===== src/rtl/unicycle_sequencer.sv =====
// Sequencer for a single-ported unicycle CPU: fetches an instruction, lets the
// combinational ALU complex settle, performs at most one data read and one data write, then commits.
module unicycle_sequencer #(
  parameter int unsigned SETTLE_CYCLES = 1,
  parameter int unsigned ACK_TIMEOUT   = 255
) (
  input  logic        clk,
  input  logic        rst,
  input  logic        run,
  input  logic [15:0] pc_in,
  output logic        mem_req,
  output logic        mem_we,
  output logic [15:0] mem_addr,
  output logic [15:0] mem_wdata,
  input  logic        mem_ack,
  input  logic [15:0] mem_rdata,
  output logic [15:0] instr,
  output logic [15:0] mem_data_q,
  input  logic        alu_mem_re,
  input  logic        alu_mem_we,
  input  logic [15:0] alu_mem_addr,
  input  logic [15:0] alu_mem_data,
  input  logic        alu_reg_we,
  input  logic        alu_pc_we,
  input  logic        alu_sp_we,
  input  logic        alu_ra_we,
  output logic        reg_we,
  output logic        pc_we,
  output logic        sp_we,
  output logic        ra_we,
  output logic        pc_inc,
  output logic        busy,
  output logic        fault
);

  typedef enum logic [2:0] {
    IDLE   = 3'd0,
    FETCH  = 3'd1,
    SETTLE = 3'd2,
    MEM_RD = 3'd3,
    MEM_WR = 3'd4,
    COMMIT = 3'd5,
    FAULT  = 3'd6
  } state_t;

  localparam logic [3:0] SETTLE_LOAD = 4'(SETTLE_CYCLES - 1);
  localparam logic [7:0] WAIT_LIMIT  = 8'(ACK_TIMEOUT);

  state_t      state;
  logic [3:0]  settle_cnt;
  logic [7:0]  wait_cnt;
  logic [7:0]  wait_next;
  logic        rd_done;
  logic [15:0] addr_q;

  assign wait_next = wait_cnt + 8'd1;

  // The PC register only updates on the COMMIT edge, so the fetch address must
  // follow pc_in live rather than be captured when FETCH is entered.
  assign mem_addr = (state == FETCH) ? pc_in : addr_q;

  always_ff @(posedge clk or posedge rst) begin
    if (rst) begin
      state      <= IDLE;
      settle_cnt <= 4'd0;
      wait_cnt   <= 8'd0;
      rd_done    <= 1'b0;
      addr_q     <= 16'h0000;
      mem_req    <= 1'b0;
      mem_we     <= 1'b0;
      mem_wdata  <= 16'h0000;
      instr      <= 16'h0000;
      mem_data_q <= 16'h0000;
      reg_we     <= 1'b0;
      pc_we      <= 1'b0;
      sp_we      <= 1'b0;
      ra_we      <= 1'b0;
      pc_inc     <= 1'b0;
      busy       <= 1'b0;
      fault      <= 1'b0;
    end else begin
      // NOTE: strobes default low every cycle so each commit pulse lasts exactly one cycle.
      reg_we <= 1'b0;
      pc_we  <= 1'b0;
      sp_we  <= 1'b0;
      ra_we  <= 1'b0;
      pc_inc <= 1'b0;

      case (state)
        IDLE: begin
          if (run) begin
            state     <= FETCH;
            mem_req   <= 1'b1;
            mem_we    <= 1'b0;
            mem_wdata <= 16'h0000;
            wait_cnt  <= 8'd0;
            busy      <= 1'b1;
          end
        end

        FETCH, MEM_RD, MEM_WR: begin
          if (!mem_ack) begin
            if (wait_next == WAIT_LIMIT) begin
              state   <= FAULT;
              fault   <= 1'b1;
              mem_req <= 1'b0;
              mem_we  <= 1'b0;
              busy    <= 1'b0;
            end else begin
              wait_cnt <= wait_next;
            end
          end else begin
            mem_req <= 1'b0;
            mem_we  <= 1'b0;
            if (state == FETCH) begin
              instr      <= mem_rdata;
              rd_done    <= 1'b0;
              state      <= SETTLE;
              settle_cnt <= SETTLE_LOAD;
            end else if (state == MEM_RD) begin
              mem_data_q <= mem_rdata;
              rd_done    <= 1'b1;
              state      <= SETTLE;
              settle_cnt <= SETTLE_LOAD;
            end else begin
              state  <= COMMIT;
              reg_we <= alu_reg_we;
              pc_we  <= alu_pc_we;
              sp_we  <= alu_sp_we;
              ra_we  <= alu_ra_we;
              pc_inc <= !alu_pc_we;
            end
          end
        end

        SETTLE: begin
          if (settle_cnt != 4'd0) begin
            settle_cnt <= settle_cnt - 4'd1;
          end else if (alu_mem_re && !rd_done) begin
            state    <= MEM_RD;
            mem_req  <= 1'b1;
            mem_we   <= 1'b0;
            addr_q   <= alu_mem_addr;
            wait_cnt <= 8'd0;
          end else if (alu_mem_we) begin
            state     <= MEM_WR;
            mem_req   <= 1'b1;
            mem_we    <= 1'b1;
            addr_q    <= alu_mem_addr;
            mem_wdata <= alu_mem_data;
            wait_cnt  <= 8'd0;
          end else begin
            state  <= COMMIT;
            reg_we <= alu_reg_we;
            pc_we  <= alu_pc_we;
            sp_we  <= alu_sp_we;
            ra_we  <= alu_ra_we;
            pc_inc <= !alu_pc_we;
          end
        end

        COMMIT: begin
          if (run) begin
            state     <= FETCH;
            mem_req   <= 1'b1;
            mem_we    <= 1'b0;
            mem_wdata <= 16'h0000;
            wait_cnt  <= 8'd0;
          end else begin
            state <= IDLE;
            busy  <= 1'b0;
          end
        end

        FAULT: state <= FAULT;

        default: begin
          state <= IDLE;
          busy  <= 1'b0;
        end
      endcase
    end
  end

endmodule


===== config.mk =====
export PLATFORM = sky130hd
export DESIGN_NAME = unicycle_sequencer
export DESIGN_NICKNAME = d
export VERILOG_FILES = /design/src/rtl/unicycle_sequencer.sv
export SDC_FILE = /design/constraint.sdc
export NUM_CORES = 1
export LEC_CHECK = 0
export CORE_MARGIN = 10
export CORE_UTILIZATION = 49
export CTS_CLUSTER_DIAMETER = 50
export DETAILED_ROUTE_END_ITERATION = 10
export GPL_ROUTABILITY_DRIVEN = 0
export MAX_ROUTING_LAYER = met4
export PLACE_DENSITY_LB_ADDON = 0.05
export SYNTH_ARGS = -nofsm -noshare
export SYNTH_HDL_FRONTEND = slang
export SYNTH_SLANG_ARGS = --single-unit

===== constraint.sdc =====
create_clock -name clk -period 6.9 [get_ports clk]
set_input_delay 2.07 -clock clk [delete_from_list [all_inputs] [get_ports clk]]
set_output_delay 2.07 -clock clk [all_outputs]
set_load 0.01 [all_outputs]

==> results of run 1 <==
## worst paths after layout
check / from / to / slack (ns)
setup / recovery: pc_in[14] / mem_addr[14] / 1.59
hold / removal: fault$_DFFE_PP0P_ / fault$_DFFE_PP0P_ / 0.47
setup reg to reg: state[2]$_DFFE_PP0P_ / mem_wdata[1]$_DFFE_PP0P_ / 4.22
hold reg to reg: fault$_DFFE_PP0P_ / fault$_DFFE_PP0P_ / 0.47
max in group asynchronous: rst / addr_q[9]$_DFFE_PP0P_ / 3.69
min in group asynchronous: rst / addr_q[1]$_DFFE_PP0P_ / 2.19
## flip-flops by register name, indices dropped and copies added (netlist names)
| name | cells |
|---|---|
| pc_we | 1 |
| fault | 1 |
| mem_wdata | 16 |
| ra_we | 1 |
| rd_done | 1 |
| settle_cnt | 4 |
| pc_inc | 1 |
| state | 3 |
| busy | 1 |
| addr_q | 16 |
| instr | 16 |
| sp_we | 1 |
| mem_data_q | 16 |
| reg_we | 1 |
| mem_req | 1 |
| wait_cnt | 8 |
| mem_we | 1 |
## layer usage
metal | global-route usage, % | part of all wire [%] | vias to the layer above
met5 | - | 0 | -
met4 | 4.23 | 1.3 | 0
met3 | 7.14 | 7.6 | 12
met2 | 29.7 | 52 | 95
met1 | 18.4 | 39 | 1566
li1 | - | - | 1563
## Yosys cell counts, types with 3 or more instances
library cell               instances  area share, %
sky130_fd_sc_hd__and2_1            5           0.75
sky130_fd_sc_hd__clkbuf_1          7           0.63
sky130_fd_sc_hd__ha_1              3           0.91
sky130_fd_sc_hd__buf_2             6           0.72
sky130_fd_sc_hd__nor2b_1           5           0.75
sky130_fd_sc_hd__a21o_1            7            1.3
sky130_fd_sc_hd__nand3_1           9            1.1
sky130_fd_sc_hd__nor3_1            8           0.97
sky130_fd_sc_hd__mux2_2           64             17
sky130_fd_sc_hd__nand2_1          46            4.2
sky130_fd_sc_hd__nor2_1           11            1.0
sky130_fd_sc_hd__a21oi_1           8           0.97
sky130_fd_sc_hd__buf_6             3           0.81
sky130_fd_sc_hd__dfrtp_1          89             54
sky130_fd_sc_hd__o21ai_0          29            3.5
sky130_fd_sc_hd__nand2b_1         11            1.7
sky130_fd_sc_hd__inv_1             7           0.63
sky130_fd_sc_hd__o31ai_1           5           0.91
## metrics by stage
stage	worst slack [ns]	util, %	instance area (µm²)	hold slack [ns]
4_1_cts	1.57	71.4	5870	0.480
3_5_place_dp	1.58	69.1	5680	0.460
2_1_floorplan	2.48	-	4150	0.471
6_report	1.59	71.4	5870	0.468
5_1_grt	1.56	71.4	5870	0.501
3_3_place_gp	1.62	69.1	5680	0.443
## cell families (layout without fill, tap and decap cells)
family / after synthesis / in the layout / share of synthesized area (%)
AND/OR/NAND/NOR: 109 / 109 / 13.0
adder cells (fa/ha/maj): 3 / 3 / 0.905
flip-flops: 89 / 89 / 53.7
AO/OA/AOI/OAI: 70 / 70 / 11.3
buffers and inverters: 23 / 172 / 2.81
multiplexers: 67 / 67 / 18.2
## where the power goes
group          internal [W]  switching (W)  leakage (nW)
combinational      0.000700       0.000532          1.30
clock              0.000145       0.000192        0.0976
sequential         0.000741       0.000158          1.11
total               0.00159       0.000882          2.51
## placed cells by master, fill, tap and decap left out, types with 6 or more instances in the layout
cell type                         instances
sky130_fd_sc_hd__dfrtp_1                 89
sky130_fd_sc_hd__nand2_1                 46
sky130_fd_sc_hd__clkbuf_8                10
sky130_fd_sc_hd__nand2b_1                11
sky130_fd_sc_hd__o21ai_0                 29
sky130_fd_sc_hd__inv_1                    6
sky130_fd_sc_hd__mux2_2                  64
sky130_fd_sc_hd__a21o_1                   7
sky130_fd_sc_hd__nor3_1                   8
sky130_fd_sc_hd__nand3_1                  9
sky130_fd_sc_hd__nor2_1                  11
sky130_fd_sc_hd__a21oi_1                  8
sky130_fd_sc_hd__clkdlybuf4s50_1        146
## final cells by class
type | instances | area share, %
Clock buffer | 10 | 2.35
Multi-Input combinational cell | 249 | 30.9
Timing Repair Buffer | 149 | 25.3
Sequential cell | 89 | 38.0
Clock inverter | 6 | 0.832
Inverter | 7 | 0.469
Tap cell | 105 | 2.24
==> run summary, run 1 <==
================================================================================
Status ............................................................ finished clean
Initial DRC count .................................................          130
Number of cells in the design after placement .....................          599
# H-tree levels ...................................................            3
Worst path slowest cell ........................................... sky130_fd_sc_hd__clkdlybuf4s50_1
Max Cap Violations ................................................            0
Share of post-route cells with drive strength above 1 .............        18.8%
I/O pin total .....................................................          147
Post-Syn Instances ................................................          361
Cell repeated most along the worst path ........................... sky130_fd_sc_hd__clkdlybuf4s50_1
Hold-fix buffer count after cts ...................................            0
HPWL after DPL ....................................................      8270 µm
Sequential element share of the synthesized area ..................        53.7%
Starting density of the core ......................................        50.5%
Total routed wirelength ...........................................    10,800 µm
Pwr dens ..........................................................   421 nW/µm²
Highest Clock Rate ................................................      188 MHz
Vias ..............................................................        3,236
RSZ-0062 raised after global routing ..............................        false
Worst Tran Pin Value ..............................................      1.21 ns
Fin Clk Skew ......................................................   0.00984 ns
Maximum fanout encountered on the critical timing path ............            1
Cell family contributing the most delay on the critical path ...... buffers and inverters
Number of vias per cell after detailed routing ....................         5.26
Post-synth top flop ............................................... sky130_fd_sc_hd__dfrtp_1
Post-synth ARST share .............................................         100%
Die extent in x ...................................................       112 µm
CORE AREA .........................................................     8220 µm²
# clock sinks .....................................................           89
WP data arrival ...................................................      3.24 ns
Count of unresolved DRC violations after routing ..................            0
Largest net degree at the start of global routing .................           51
Average wire per cell in the routed design ........................      17.6 µm
Levels on crit path ...............................................            3
Maximum cell stage delay along the critical path ..................      0.51 ns
Final period demand of the worst path .............................      5.31 ns
Via count of the first global-routing pass ........................        3,413
Total clock buffers created by CTS ................................            9
Die span in y .....................................................       112 µm
Setup Crit Path Kind ..............................................       in2out
Worst path bufs/invs ..............................................            2
Remaining Overflow, GRT ...........................................            0
Leakage Power .....................................................      2.51 nW
Final Setup Violations ............................................            0
Global-route usage over all layers ................................        17.4%
Filler Cells Inserted .............................................          606
CP endpoint kind ..................................................   output pin
Category of the worst setup path launch point ..................... primary input
Tightest slew margin relative to the limit ........................        19.5%
Number of instances resized during post-cts repair ................            0
Area occupied by multi-input gates ................................     1810 µm²
Number of flops mapped to enable cells by yosys ...................            0
TritonRoute pass-1 iters ..........................................            5
Post-synth net total ..............................................          438
Standard-cell rows ................................................           33
Worst hold stages .................................................            1
Post-Syn Area .....................................................     4150 µm²
Sequential Area ...................................................     2230 µm²
Synthesis-to-finish area growth ...................................        41.5%
Post-route fraction of the period consumed by the critical path ...        77.0%
Final ANT Viol Nets ...............................................            0
Cell breakdown of the critical path ............................... clkdlybuf4s50_1, mux2_2, clkdlybuf4s50_1
Count of distinct cell types in the synthesized netlist ...........           46
Worst Path Required ...............................................      4.83 ns
Clock root buffer ................................................. sky130_fd_sc_hd__clkbuf_8
N_diodes ..........................................................            0
Setup Fix Bufs, Post-CTS ..........................................            0
Number of nets in the finished design .............................          582
Post-synthesis sequential element count ...........................           89
Overall power consumption .........................................    0.00247 W
Average footprint of a synthesized cell ...........................     11.5 µm²
TNS Setup .........................................................         0 ns
Clock-pin slew on the worst setup and hold paths ..................      0.08 ns
Cell Count, Final, Fillers Out ....................................          615
Warning count from the yosys run ..................................            0
Number of port buffers ............................................          146
Number of antenna violations at the first check in global routing .            0
Number of pins exceeding their max-slew limit in the final report .            0
Total Die Area ....................................................   12,500 µm²
Clock buffer depth ................................................            2
Count of endpoints failing hold in the final timing report ........            0
Wire length of the first global-routing pass ......................    17,400 µm
Worst hold-check path type ........................................      reg2reg
Worst Reg-to-Reg Cells ............................................            5
Peak VDD IR .......................................................   0.000247 V
TritonCTS clock tree ..............................................          yes
Worst skew pair latency ...........................................      0.36 ns
================================================================================
Power figures use the tool's default switching activity.
==> run 2, diff against run 1 <==
--- a/config.mk
+++ b/config.mk
@@ -6,7 +6,7 @@
 export NUM_CORES = 1
 export LEC_CHECK = 0
 export CORE_MARGIN = 10
-export CORE_UTILIZATION = 49
+export CORE_UTILIZATION = 45
 export CTS_CLUSTER_DIAMETER = 50
 export DETAILED_ROUTE_END_ITERATION = 10
 export GPL_ROUTABILITY_DRIVEN = 0
==> constraint.sdc (replaced) <==
create_clock -name clk -period 5.2 [get_ports clk]
set_input_delay 1.56 -clock clk [delete_from_list [all_inputs] [get_ports clk]]
set_output_delay 1.56 -clock clk [all_outputs]
set_load 0.01 [all_outputs]
==> run 2 against run 1 <==
Against the previous run: power increased by 32%; first-iteration DRC count increased by 18%; clock power increased by 29%; global-route usage decreased by 0.70 points; critical path depth unchanged; sequential share of layout area about the same; routed wire length decreased by 0.87%; flip-flop and latch count unchanged; setup slack got worse by 0.67 ns; sequential power increased by 32%; critical path type unchanged.
==> run summary, run 2 (synthesis gave the netlist of run 1 again) <==
================================================================================
Global-route usage over all layers ................................        16.7%   was 17.4%
Number of cells in the design after placement .....................          603   was 599
DR top layer ......................................................         met4   unchanged
Launch point of the worst path ....................................     pc_in[4]   was pc_in[14]
Cell repeated most along the worst path ........................... sky130_fd_sc_hd__clkdlybuf4s50_1   unchanged
Worst path bufs/invs ..............................................            2   unchanged
Filler Cells Inserted .............................................          713   was 606
Reg-to-reg startpoint ............................................. state[2]$_DFFE_PP0P_   unchanged
Synthesis-to-finish area growth ...................................        41.5%   about the same
Final Setup Violations ............................................            0   unchanged
Standard-cell rows ................................................           34   was 33
# H-tree levels ...................................................            3   unchanged
Vias ..............................................................        3,241   was 3,236
Worst path slowest cell ........................................... sky130_fd_sc_hd__clkdlybuf4s50_1   unchanged
Initial DRC count .................................................          154   was 130
CORE AREA .........................................................     8850 µm²   was 8220 µm²
Setup Fix Bufs, Post-CTS ..........................................            0   unchanged
Post-route fraction of the period consumed by the critical path ...        82.3%
Switching fraction of total power .................................        35.9%   was 35.7%
Cell breakdown of the critical path ............................... clkdlybuf4s50_1, mux2_2, clkdlybuf4s50_1   unchanged
Sequential Power Share ............................................        36.5%   was 36.4%
Worst Path Required ...............................................      3.64 ns   was 4.83 ns
Die span in y .....................................................       116 µm   was 112 µm
Average wire per cell in the routed design ........................      17.3 µm   was 17.6 µm
Clock-pin slew on the worst setup and hold paths ..................      0.08 ns   about the same
CP endpoint kind ..................................................   output pin   unchanged
Power spent charging and discharging nets .........................    0.00117 W   was 0.000882 W
Worst hold-check path type ........................................      reg2reg   unchanged
WP data arrival ...................................................      2.72 ns   was 3.24 ns
Via count of the first global-routing pass ........................        3,369   was 3,413
Share of post-route cells with drive strength above 1 .............        19.0%   was 18.8%
Leakage Power .....................................................      2.51 nW   about the same
Power Internal ....................................................    0.00209 W   was 0.00159 W
Critical path capture point .......................................  mem_addr[4]   was mem_addr[14]
Pwr dens ..........................................................   556 nW/µm²   was 421 nW/µm²
Number of nets in the finished design .............................          583   was 582
Number of port buffers ............................................          146   unchanged
Number of vias per cell after detailed routing ....................         5.24   was 5.26
Die extent in x ...................................................       116 µm   was 112 µm
Metal2 WL .........................................................      5500 µm   was 5640 µm
Clk network pwr share .............................................        13.3%   was 13.7%
Wire length on met1 ...............................................      4390 µm   was 4210 µm
Hold-fix buffer count after cts ...................................            0   unchanged
Fin Clk Skew ......................................................    0.0130 ns   was 0.00984 ns
Combinational cell fraction of total power ........................        50.2%   was 49.9%
Count of endpoints failing hold in the final timing report ........            0   unchanged
Remaining Overflow, GRT ...........................................            0   unchanged
Setup Crit Path Kind ..............................................       in2out   unchanged
Peak VDD IR .......................................................   0.000292 V   was 0.000247 V
Total Die Area ....................................................   13,500 µm²   was 12,500 µm²
Worst hold slack ..................................................     0.463 ns   was 0.468 ns
Total routed wirelength ...........................................    10,700 µm   was 10,800 µm
Final ANT Viol Nets ...............................................            0   unchanged
Number of instances resized during post-cts repair ................            0   unchanged
Wire length of the first global-routing pass ......................    17,200 µm   was 17,400 µm
Clock buffer depth ................................................            2   unchanged
Worst skew pair latency ...........................................      0.36 ns   about the same
Starting density of the core ......................................        46.9%   was 50.5%
Maximum fanout encountered on the critical timing path ............            1   unchanged
HPWL after DPL ....................................................      8150 µm   was 8270 µm
Highest Clock Rate ................................................      234 MHz
Status ............................................................ finished clean   unchanged
Worst Tran Pin Value ..............................................      1.16 ns   was 1.21 ns
Destination of the worst register-to-register timing path ......... mem_wdata[4]$_DFFE_PP0P_   was mem_wdata[1]$_DFFE_PP0P_
Clock root buffer ................................................. sky130_fd_sc_hd__clkbuf_8   unchanged
R2R Setup Slk .....................................................      2.66 ns   was 4.22 ns
Leading cell types in the layout, fill and taps excluded .......... sky130_fd_sc_hd__clkdlybuf4s50_1, sky130_fd_sc_hd__dfrtp_1, sky130_fd_sc_hd__mux2_2, sky130_fd_sc_hd__nand2_1, sky130_fd_sc_hd__o21ai_0   unchanged
Met3 wire length ..................................................       772 µm   was 822 µm
RSZ-0062 raised after global routing ..............................        false   unchanged
Most common library cell in the layout ignoring fill and taps ..... sky130_fd_sc_hd__clkdlybuf4s50_1   unchanged
Largest net degree at the start of global routing .................           58   was 51
Cell Count, Final, Fillers Out ....................................          619   was 615
Category of the worst setup path launch point ..................... primary input   unchanged
Max Cap Violations ................................................            0   unchanged
Levels on crit path ...............................................            3   unchanged
# clock sinks .....................................................           89   unchanged
Number of antenna violations at the first check in global routing .            0   unchanged
Worst Reg-to-Reg Cells ............................................            5   unchanged
Final period demand of the worst path .............................      4.28 ns
N_diodes ..........................................................            0   unchanged
Count of unresolved DRC violations after routing ..................            0   unchanged
Number of pins exceeding their max-slew limit in the final report .            0   unchanged
I/O pin total .....................................................          147   unchanged
Cell family contributing the most delay on the critical path ...... buffers and inverters   unchanged
Total clock buffers created by CTS ................................            9   unchanged
TritonCTS clock tree ..............................................          yes   unchanged
TritonRoute pass-1 iters ..........................................            5   unchanged
TNS Setup .........................................................         0 ns   unchanged
Tightest slew margin relative to the limit ........................        22.9%   was 19.5%
Maximum cell stage delay along the critical path ..................      0.50 ns   was 0.51 ns
================================================================================
-- run 2: power by group through the flow --
| stage | clock, W | sequential [W] | combinational [W] |
|---|---|---|---|
| after floorplan | 0 | 0.00123 | 0.000855 |
| after global placement | 0 | 0.00119 | 0.00163 |
| after detailed placement | 0 | 0.00121 | 0.00166 |
| after CTS | 0.000453 | 0.00119 | 0.00167 |
| after global routing | 0.000479 | 0.00124 | 0.00180 |
| final | 0.000434 | 0.00119 | 0.00164 |
-- run 2: layout make-up --
type,count,area [µm²],area share [%]
Clock buffer,9,124,2.11
Clock inverter,7,52.6,0.896
Inverter,7,27.5,0.469
Multi-Input combinational cell,249,1810,30.9
Sequential cell,89,2230,38.0
Tap cell,108,135,2.30
Timing Repair Buffer,150,1490,25.4
-- run 2: stage by stage --
| stage | instance area (µm²) | worst slack, ns | total power (W) | utilization, % |
|---|---|---|---|---|
| final | 5870 | 0.922 | 0.00326 | 66.3 |
| after global routing | 5870 | 0.894 | 0.00351 | 66.3 |
| after CTS | 5870 | 0.916 | 0.00332 | 66.3 |
| after detailed placement | 5690 | 0.922 | 0.00287 | 64.3 |
| after global placement | 5690 | 0.923 | 0.00282 | 64.3 |
| after floorplan | 4150 | 1.33 | 0.00208 | - |
-- run 2: worst min-delay path by stage --
| stage | start | slack (ns) | to | cells past startpoint |
|---|---|---|---|---|
| after CTS | fault$_DFFE_PP0P_ | 0.47 | fault$_DFFE_PP0P_ | 1 |
| after detailed placement | fault$_DFFE_PP0P_ | 0.45 | fault$_DFFE_PP0P_ | 1 |
| after global placement | fault$_DFFE_PP0P_ | 0.44 | fault$_DFFE_PP0P_ | 1 |
| after global routing | fault$_DFFE_PP0P_ | 0.49 | fault$_DFFE_PP0P_ | 1 |
| after floorplan | settle_cnt[1]$_DFFE_PP0P_ | 0.47 | settle_cnt[1]$_DFFE_PP0P_ | 2 |
| final | fault$_DFFE_PP0P_ | 0.46 | fault$_DFFE_PP0P_ | 1 |
-- run 2: per-layer routing --
layer	global-route usage, %	up-vias
met5	-	-
met4	3.00	0
met3	6.15	5
met2	27.2	105
met1	19.6	1562
li1	-	1569
==> run 3, diff against run 2 <==
--- a/config.mk
+++ b/config.mk
@@ -6,7 +6,7 @@
 export NUM_CORES = 1
 export LEC_CHECK = 0
 export CORE_MARGIN = 10
-export CORE_UTILIZATION = 45
+export CORE_UTILIZATION = 41
 export CTS_CLUSTER_DIAMETER = 50
 export DETAILED_ROUTE_END_ITERATION = 10
 export GPL_ROUTABILITY_DRIVEN = 0
==> constraint.sdc (replaced) <==
create_clock -name clk -period 3.69 [get_ports clk]
set_input_delay 1.107 -clock clk [delete_from_list [all_inputs] [get_ports clk]]
set_output_delay 1.107 -clock clk [all_outputs]
set_load 0.01 [all_outputs]
==> run 3 against run 2 <==
Against the previous run: critical path depth stayed put; via count hardly changed; core utilization is 5.6 points lower; global-route usage is 1.3 points lower; setup slack worse by 0.60 ns; design area is 1.7% higher; register-to-register slack worse by 1.4 ns; combinational power is 46% higher; power is 44% higher; cell count is 4.8% higher; largest power group unchanged.
==> run summary, run 3 (synthesis gave the netlist of run 1 again) <==
================================================================================
Status ............................................................ finished clean   unchanged
Die extent in x ...................................................       121 µm   was 116 µm
Remaining Overflow, GRT ...........................................            0   unchanged
Global-route usage over all layers ................................        15.4%   was 16.7%
Worst hold-check path type ........................................      reg2reg   unchanged
R2R Setup Slk .....................................................      1.27 ns   was 2.66 ns
Clock-pin slew on the worst setup and hold paths ..................      0.09 ns   was 0.08 ns
Tightest slew margin relative to the limit ........................        53.5%   was 22.9%
Number of antenna violations at the first check in global routing .            0   unchanged
Minimum setup slack after placement ...............................     0.307 ns   was 0.922 ns
TritonRoute pass-1 iters ..........................................            4   was 5
Peak VDD IR .......................................................   0.000451 V   was 0.000292 V
Total routed wirelength ...........................................    10,700 µm   about the same
Total clock buffers created by CTS ................................            9   unchanged
Leakage Power .....................................................      2.54 nW   was 2.51 nW
Total cell area at the placement stage ............................     5760 µm²   was 5690 µm²
Max Cap Violations ................................................            0   unchanged
Number of instances resized during post-cts repair ................            0   unchanged
Wire length of the first global-routing pass ......................    17,700 µm   was 17,200 µm
Count of unresolved DRC violations after routing ..................            0   unchanged
Area occupied by multi-input gates ................................     1810 µm²   unchanged
Setup Fix Bufs, Post-CTS ..........................................            0   unchanged
Most common library cell in the layout ignoring fill and taps ..... sky130_fd_sc_hd__clkdlybuf4s50_1   unchanged
Final ANT Viol Nets ...............................................            0   unchanged
N_diodes ..........................................................            0   unchanged
Maximum fanout encountered on the critical timing path ............            1   unchanged
Clock buffer depth ................................................            2   unchanged
Clock root buffer ................................................. sky130_fd_sc_hd__clkbuf_8   unchanged
Final Setup Violations ............................................            0   unchanged
Standard-cell rows ................................................           36   was 34
Leading cell types in the layout, fill and taps excluded .......... sky130_fd_sc_hd__clkdlybuf4s50_1, sky130_fd_sc_hd__dfrtp_1, sky130_fd_sc_hd__mux2_2, sky130_fd_sc_hd__nand2_1, sky130_fd_sc_hd__o21ai_0   unchanged
CORE AREA .........................................................     9820 µm²   was 8850 µm²
Number of vias per cell after detailed routing ....................         5.00   was 5.24
Overall power consumption .........................................    0.00471 W   was 0.00326 W
CP endpoint kind ..................................................   output pin   unchanged
Highest Clock Rate ................................................      297 MHz
Sequential Area ...................................................     2230 µm²   unchanged
Filler Cells Inserted .............................................          882   was 713
WP data arrival ...................................................      2.26 ns   was 2.72 ns
Count of endpoints failing hold in the final timing report ........            0   unchanged
Final period demand of the worst path .............................      3.37 ns
Average wire per cell in the routed design ........................      16.5 µm   was 17.3 µm
Share of post-route cells with drive strength above 1 .............        19.8%   was 19.0%
Total Die Area ....................................................   14,500 µm²   was 13,500 µm²
TNS Setup .........................................................         0 ns   unchanged
Pwr dens ..........................................................   790 nW/µm²   was 556 nW/µm²
Starting density of the core ......................................        42.2%   was 46.9%
Number of pins exceeding their max-slew limit in the final report .            0   unchanged
Worst hold stages .................................................            1   unchanged
Setup Crit Path Kind ..............................................       in2out   unchanged
Number of cells in the design after placement .....................          633   was 603
Worst Path Required ...............................................      2.58 ns   was 3.64 ns
Die span in y .....................................................       121 µm   was 116 µm
Cell Count, Final, Fillers Out ....................................          649   was 619
Initial DRC count .................................................          154   unchanged
Hold-fix buffer count after cts ...................................            0   unchanged
Via count of the first global-routing pass ........................        3,376   was 3,369
Fin Clk Skew ......................................................    0.0101 ns   was 0.0130 ns
RSZ-0062 raised after global routing ..............................        false   unchanged
Worst Reg-to-Reg Cells ............................................            6   was 5
Worst Tran Pin Value ..............................................     0.696 ns   was 1.16 ns
Number of port buffers ............................................          146   unchanged
I/O pin total .....................................................          147   unchanged
HPWL after DPL ....................................................      8170 µm   was 8150 µm
Vias ..............................................................        3,242   was 3,241
Largest net degree at the start of global routing .................           47   was 58
Category of the worst setup path launch point ..................... primary input   unchanged
Worst skew pair latency ...........................................      0.36 ns   about the same
# H-tree levels ...................................................            3   unchanged
# clock sinks .....................................................           89   unchanged
Final WS setup ....................................................     0.321 ns   was 0.922 ns
Number of nets in the finished design .............................          588   was 583
Synthesis-to-finish area growth ...................................        43.9%   was 41.5%
Total non-filler cell area in the finished layout .................     5970 µm²   was 5870 µm²
TritonCTS clock tree ..............................................          yes   unchanged
Post-route fraction of the period consumed by the critical path ...        91.3%
================================================================================
-- run 3: path summary, 6_finish.rpt --
check                                startpoint                 endpoint
max reg2reg                state[0]$_DFFE_PP0P_  wait_cnt[1]$_DFFE_PP0P_
min                          mem_we$_DFFE_PP0P_       mem_we$_DFFE_PP0P_
max in group asynchronous                   rst  wait_cnt[2]$_DFFE_PP0P_
max                                   pc_in[10]             mem_addr[10]
min reg2reg                  mem_we$_DFFE_PP0P_       mem_we$_DFFE_PP0P_
min in group asynchronous                   rst   addr_q[11]$_DFFE_PP0P_
-- run 3: area by class of cell --
type	count	share of cell area [%]
Clock inverter	7	1.38
Tap cell	133	2.79
Clock buffer	9	2.08
Multi-Input combinational cell	249	30.3
Sequential cell	89	37.3
Timing Repair Buffer	155	25.6
Inverter	7	0.461
-- run 3: worst max-delay path, cell delays in order --
cell	delay, ns
sky130_fd_sc_hd__clkdlybuf4s50_1	0.41
sky130_fd_sc_hd__mux2_2	0.27
sky130_fd_sc_hd__clkdlybuf4s50_1	0.48
-- run 3: metal layers --
| metal | vias up | GRT usage (%) | wire length (µm) |
|---|---|---|---|
| met5 | - | - | 0 |
| met3 | 8 | 6.47 | 802 |
| met2 | 84 | 24.6 | 5400 |
| li1 | 1581 | - | - |
| met4 | 0 | 3.02 | 79 |
| met1 | 1569 | 17.8 | 4450 |
-- run 3: power by group --
part / switching (W) / total [W] / internal, W / leakage, nW
clock network: 0.000374 / 0.000698 / 0.000325 / 0.0988
logic: 0.00106 / 0.00240 / 0.00134 / 1.33
registers: 0.000230 / 0.00162 / 0.00139 / 1.11
-- run 3: through the flow --
step,utilization [%],hold WS (ns)
2_1_floorplan,-,0.471
3_3_place_gp,58.7,0.441
3_5_place_dp,58.7,0.463
4_1_cts,60.8,0.488
5_1_grt,60.8,0.510
6_report,60.8,0.484
